<file path="config.mk">
export PLATFORM = sky130hd
export DESIGN_NAME = dram_cache_array_responder
export DESIGN_NICKNAME = d
export VERILOG_FILES = /design/src/rtl/dram_cache_pkg.sv /design/src/rtl/dram_cache_array_responder_fifo.sv /design/src/rtl/dram_cache_array_responder.sv
export SDC_FILE = /design/constraint.sdc
export NUM_CORES = 2
export LEC_CHECK = 0
export CAP_MARGIN = 20
export CORE_MARGIN = 8
export CORE_UTILIZATION = 55
export CTS_CLUSTER_SIZE = 25
export DETAILED_ROUTE_END_ITERATION = 10
export GPL_ROUTABILITY_DRIVEN = 1
export PLACE_DENSITY_LB_ADDON = 0.2
export SYNTH_ARGS = -nofsm -noshare
export SYNTH_HDL_FRONTEND = slang
export SYNTH_SLANG_ARGS = --single-unit
</file>
<file path="constraint.sdc">
create_clock -name clk -period 4.6 [get_ports clk]
set_input_delay 0.69 -clock clk [delete_from_list [all_inputs] [get_ports clk]]
set_output_delay 0.69 -clock clk [all_outputs]
set_load 0.03 [all_outputs]
</file>
<file path="src/rtl/dram_cache_pkg.sv">
// Shared widths and record types for the DRAM cache lookup path.
package dram_cache_pkg;

    localparam int ID_W    = 16;
    localparam int INDEX_W = 4;
    localparam int DATA_W  = 72;
    localparam int TAG_W   = 56;

    // One response as carried through the lookup pipeline and response buffer.
    typedef struct packed {
        logic [ID_W-1:0]   id;
        logic [TAG_W-1:0]  tag;
        logic [DATA_W-1:0] data;
    } resp_t;

    // One stored line of the tag/data array.
    typedef struct packed {
        logic [TAG_W-1:0]  tag;
        logic [DATA_W-1:0] data;
    } entry_t;

endpackage

</file>
<file path="src/rtl/dram_cache_array_responder_fifo.sv">
// Generic synchronous FIFO; head word is visible combinationally on rd_data.
module dram_cache_array_responder_fifo #(
    parameter int DATA_WIDTH = 8,
    parameter int FIFO_SIZE  = 4
) (
    input  logic                  clk,
    input  logic                  rst_n,
    input  logic                  wr_en,
    input  logic [DATA_WIDTH-1:0] wr_data,
    input  logic                  rd_en,
    output logic [DATA_WIDTH-1:0] rd_data,
    output logic                  full,
    output logic                  empty,
    output logic                  almost_full,
    output logic                  almost_empty
);

    localparam int AW = $clog2(FIFO_SIZE);

    logic [DATA_WIDTH-1:0] mem [FIFO_SIZE];
    // Pointers carry one extra wrap bit so full and empty are distinguishable.
    logic [AW:0] wr_ptr, rd_ptr;
    logic [AW:0] count;

    // Storage and pointer update; push and pop in the same cycle both take effect.
    always_ff @(posedge clk or negedge rst_n) begin
        if (!rst_n) begin
            wr_ptr <= '0;
            rd_ptr <= '0;
            for (int i = 0; i < FIFO_SIZE; i++) mem[i] <= '0;
        end else begin
            if (wr_en) begin
                mem[wr_ptr[AW-1:0]] <= wr_data;
                wr_ptr              <= wr_ptr + 1'b1;
            end
            if (rd_en) rd_ptr <= rd_ptr + 1'b1;
        end
    end

    assign count        = wr_ptr - rd_ptr;
    assign full         = (count == (AW+1)'(FIFO_SIZE));
    assign empty        = (count == '0);
    assign almost_full  = (count >= (AW+1)'(FIFO_SIZE - 1));
    assign almost_empty = (count <= (AW+1)'(1));
    assign rd_data      = mem[rd_ptr[AW-1:0]];

    a_no_overflow:  assert property (@(posedge clk) disable iff (!rst_n) !(wr_en && full));
    a_no_underflow: assert property (@(posedge clk) disable iff (!rst_n) !(rd_en && empty));

endmodule

</file>
<file path="src/rtl/dram_cache_array_responder.sv">
// Register-array tag/data lookup with fixed-latency pipeline, credit flow control
// and an in-order response buffer.
module dram_cache_array_responder
    import dram_cache_pkg::*;
#(
    parameter int ID_WIDTH     = ID_W,
    parameter int INDEX_WIDTH  = INDEX_W,
    parameter int DATA_WIDTH   = DATA_W,
    parameter int TAG_WIDTH    = TAG_W,
    parameter int READ_LATENCY = 3,
    parameter int RESP_DEPTH   = 4
) (
    input  logic                   clk,
    input  logic                   rst_n,
    input  logic [ID_WIDTH-1:0]    arid_i,
    input  logic [INDEX_WIDTH-1:0] araddr_i,
    input  logic                   arvalid_i,
    output logic                   arready_o,
    output logic [DATA_WIDTH-1:0]  rdata_o,
    output logic [TAG_WIDTH-1:0]   rtag_o,
    output logic [ID_WIDTH-1:0]    rid_o,
    output logic                   rvalid_o,
    input  logic                   rready_i,
    input  logic                   wvalid_i,
    input  logic [INDEX_WIDTH-1:0] windex_i,
    input  logic [TAG_WIDTH-1:0]   wtag_i,
    input  logic [DATA_WIDTH-1:0]  wdata_i
);

    localparam int DEPTH = 2 ** INDEX_WIDTH;
    localparam int CW    = $clog2(RESP_DEPTH) + 1;

    entry_t        arr [DEPTH];
    resp_t         lookup;
    resp_t         push_data;
    resp_t         head;
    logic          push;
    logic          accept;
    logic          pop;
    logic          fifo_empty;
    logic          fifo_full_unused;
    logic          fifo_afull_unused;
    logic          fifo_aempty_unused;
    logic [CW-1:0] credit_q;

    assign arready_o = (credit_q < CW'(RESP_DEPTH));
    assign accept    = arvalid_i & arready_o;
    assign pop       = rvalid_o & rready_i;

    // Outstanding-request counter: accepted but not yet popped from the buffer.
    always_ff @(posedge clk or negedge rst_n) begin
        if (!rst_n) begin
            credit_q <= '0;
        end else begin
            case ({accept, pop})
                2'b10:   credit_q <= credit_q + 1'b1;
                2'b01:   credit_q <= credit_q - 1'b1;
                default: credit_q <= credit_q;
            endcase
        end
    end

    // Tag/data array; a fill lands at the edge, so a same-edge lookup sees the old line.
    always_ff @(posedge clk or negedge rst_n) begin
        if (!rst_n) begin
            for (int i = 0; i < DEPTH; i++) arr[i] <= '0;
        end else if (wvalid_i) begin
            arr[windex_i] <= '{tag: wtag_i, data: wdata_i};
        end
    end

    // Combinational read of the addressed line, paired with the request ID.
    always_comb begin
        lookup      = '0;
        lookup.id   = arid_i;
        lookup.tag  = arr[araddr_i].tag;
        lookup.data = arr[araddr_i].data;
    end

    // The buffer write is the final latency stage, so only READ_LATENCY-1 flops precede it.
    generate
        if (READ_LATENCY > 1) begin : g_pipe
            logic  [READ_LATENCY-1:1] vld_pipe;
            resp_t [READ_LATENCY-1:1] pipe;

            // Non-stalling shift of valid-tagged lookup results.
            always_ff @(posedge clk or negedge rst_n) begin
                if (!rst_n) begin
                    vld_pipe <= '0;
                    pipe     <= '0;
                end else begin
                    vld_pipe[1] <= accept;
                    pipe[1]     <= lookup;
                    for (int i = 2; i < READ_LATENCY; i++) begin
                        vld_pipe[i] <= vld_pipe[i-1];
                        pipe[i]     <= pipe[i-1];
                    end
                end
            end

            assign push      = vld_pipe[READ_LATENCY-1];
            assign push_data = pipe[READ_LATENCY-1];
        end else begin : g_nopipe
            assign push      = accept;
            assign push_data = lookup;
        end
    endgenerate

    dram_cache_array_responder_fifo #(
        .DATA_WIDTH ($bits(resp_t)),
        .FIFO_SIZE  (RESP_DEPTH)
    ) u_resp_fifo (
        .clk          (clk),
        .rst_n        (rst_n),
        .wr_en        (push),
        .wr_data      (push_data),
        .rd_en        (pop),
        .rd_data      (head),
        .full         (fifo_full_unused),
        .empty        (fifo_empty),
        .almost_full  (fifo_afull_unused),
        .almost_empty (fifo_aempty_unused)
    );

    assign rvalid_o = ~fifo_empty;
    assign rid_o    = head.id;
    assign rtag_o   = head.tag;
    assign rdata_o  = head.data;

endmodule
</file>
==> metrics <==
Detail Placement HPWL=167.2 mm; count of final max-slew check failures=0; antenna-violating nets left=0; Worst path most repeated cell=sky130_fd_sc_hd__buf_12; clock-pin slew of the registers on the worst-case setup and hold paths=60 ps; clock tree from TritonCTS=built; final cell count without fillers=10,710; type of origin of the critical path=flop; routed wire length=286.2 mm; RSZ-0062 raised after global routing=no; Die X=490.6 µm; # port buffers=302; highest-count cells in the layout ignoring fill and taps=sky130_fd_sc_hd__dfrtp_1 (2,921), sky130_fd_sc_hd__mux2_2 (2,625), sky130_fd_sc_hd__mux4_2 (730); Placed Area=131,000 µm²; simple-gate share of the synthesized area=0.006909; leftover overflow at the end of global routing=0; Clock Latency Late Sink=950 ps; Worst Skew=66.45 ps; floorplan row count=174; number of register bits inferred by synthesis=2,923; cts bufs inserted=319; First DRT Iteration DRCs=3,866; largest cells by area after synthesis=sky130_fd_sc_hd__dfrtp_1 (59%), sky130_fd_sc_hd__mux2_2 (24%), sky130_fd_sc_hd__mux4_2 (13%); sequential-to-total area share from yosys stat=0.5905; quantity of gates resized following cts=0; setup TNS after final layout=0 ps; number of remaining DRC errors=0; level count of the clock H-tree=5; ordered list of cells on the worst path=buf_12, buf_12, mux4_2, clkdlybuf4s50_1; worst-path maximum fanout=26; Syn Area/Cell=17.16 µm²; number of optimization iterations in the first detailed-route pass=5; worst-case clock buffer depth=4; proportion of layout cells with a drive suffix above 1=0.5335; arrival time at the worst endpoint=3360 ps; All-Layer GR Usage=0.2396; endpoint required time on the critical path=3910 ps; pin count of the biggest net entering global routing=170; Min-Delay Path Class=in -> reg; Worst Tran Pin Value=1014 ps; Final Hold Viols=0; adder-cell share of the synthesized area=0.0009697; crit path capture type=primary output; maximum vdd ir drop=0.3674 mV; library cells used by synthesis=35; drt wl/cell=26.73 µm; cell family with the largest share of critical-path delay=buffers and inverters; synth-to-layout area growth=14.34%; I/O pin total=303; headroom to the max-slew limit=0.3242; Setup CP Type=reg -> out; final critical-path required period=4052 ps; DIE HEIGHT=490.6 µm; number of warnings printed during yosys synthesis=0; number of cells produced by synthesis=7,218; vias per cell=6.035; number of maximum-capacitance constraint violations=0; maximum achievable frequency=0.2468 GHz; number of vias after detailed routing=64,640; CTS sink count=2,923; final standard cell utilization of the core=0.6310; wire length of the first global-routing pass=450.5 mm; Max stage delay on crit path=650 ps; Synth top area share=0.5905; fin area=141,600 µm²; share of async-settable or async-resettable flops after synthesis=1.000; last weighted congestion value of the routability-driven placer=0.7311; antenna violations before repair=62; total standard cell area after synthesis=123,900 µm²; buffer and inverter count on the worst path=3; xor/xnor cell area share of the yosys netlist=0.0006363; largest family of logic cells by synthesized area=multiplexers; most frequent standard cell in the layout excluding fill and tap cells=sky130_fd_sc_hd__dfrtp_1; outcome=finished clean; cell leakage power=62.29 nW; final-stage net count=7,632; part of the cycle the worst path needs=0.8809; Synth area leader=sky130_fd_sc_hd__dfrtp_1; buffer cell driving the clock tree root=sky130_fd_sc_hd__clkbuf_16; via count of the first global-routing pass=72,134; post-synth net total=7,384; slowest CP cell=sky130_fd_sc_hd__dfrtp_4; mux cell area share after synthesis=0.3720; Initial Utilization=0.5519; leading register cell type out of synthesis=sky130_fd_sc_hd__dfrtp_1; area fraction in compound gates after synthesis=0.006091; count of final setup violators=0; count of flip-flops with a built-in enable after synthesis=0; PD cells=475.4 nW/µm²; Core Footprint=224,500 µm²; placed cells=10,136; area enclosed by the die boundary=240,700 µm²
==> final timing paths <==
kind | endpoint | slack (ps) | from | cells past startpoint
max | rdata_o[53] | 550 | u_resp_fifo.rd_ptr[0]$_DFFE_PN0P_ | 4
max reg2reg | credit_q[2]$_DFFE_PN0P_ | 1640 | u_resp_fifo.rd_ptr[1]$_DFFE_PN0P_ | 12
min reg2reg | g_pipe.pipe[168]$_DFF_PN0_ | 320 | g_pipe.pipe[24]$_DFF_PN0_ | 0
max in group asynchronous | arr[984]$_DFFE_PN0P_ | 2680 | rst_n | 3
min | g_pipe.pipe[137]$_DFF_PN0_ | 210 | arid_i[9] | 1
min in group asynchronous | g_pipe.pipe[137]$_DFF_PN0_ | 410 | rst_n | 2
==> per-layer routing <==
layer  routed length [µm]  global-route usage  part of all wire
met1               124500              0.3280              0.43
met2               141600              0.3968              0.49
met3                12140             0.04426             0.042
met4                 7785             0.06991             0.027
met5                  264                   0           0.00092
==> cell usage after synthesis, drive strengths merged (6+ instances only) <==
| cell | instances |
|---|---|
| buf | 362 |
| clkbuf | 249 |
| a21oi | 6 |
| nor2 | 12 |
| a31oi | 47 |
| mux2i | 8 |
| xnor2 | 7 |
| ha | 8 |
| mux2 | 2625 |
| inv | 9 |
| mux4 | 730 |
| nand2 | 103 |
| a211oi | 52 |
| nor2b | 49 |
| dfrtp | 2923 |
==> state kept, by name (all words and copies together), names as in the netlist <==
name / cells
arr: 2048
credit_q: 3
g_pipe.pipe: 288
g_pipe.vld_pipe: 2
u_resp_fifo.mem: 576
u_resp_fifo.rd_ptr: 3
u_resp_fifo.wr_ptr: 3
==> cell families (layout without fill, tap and decap cells) <==
| group | after synthesis | in the layout |
|---|---|---|
| xor gates and xnor gates | 9 | 9 |
| adders and majority gates | 9 | 9 |
| other | 0 | 23 |
| muxes | 3363 | 3363 |
| AOI/OAI and AO/OA | 111 | 111 |
| buffers and inverters | 621 | 1098 |
| DFF | 2923 | 2923 |
| and+or+nand+nor | 182 | 182 |
==> power by group <==
part | switching, W | internal [W] | total, W
clock network | 0.0101 | 0.0155 | 0.0256
logic | 0.00307 | 0.00563 | 0.00871
registers | 0.00251 | 0.0305 | 0.0330
==> area by class of cell <==
class	instances	area [µm²]
fill	15837	82820
multi-input combinational	3674	48010
sequential	2923	73150
clock inverter	79	997.2
timing repair buffer	538	6073
inverter	10	38.79
antenna	23	57.56
tap	2992	3744
clock buffer	471	9555
==> per-stage QoR <==
stage | worst slack [ps] | power [W] | hold slack [ps]
6_report | 547.9 | 0.06734 | 208.8
2_1_floorplan | 1804 | 0.03925 | 331.2
3_3_place_gp | 1092 | 0.04159 | 332.0
4_1_cts | 431.3 | 0.06804 | 129.8
3_5_place_dp | 1183 | 0.04227 | 334.7
5_1_grt | 369.5 | 0.07029 | 160.1
==> what timing repair did <==
item                      in CTS  in global routing
hold buffers                   1                  0
hold endpoints to repair      68                  0
buffers inserted               0                  0
Note: power is estimated with default switching activity, not from simulation.
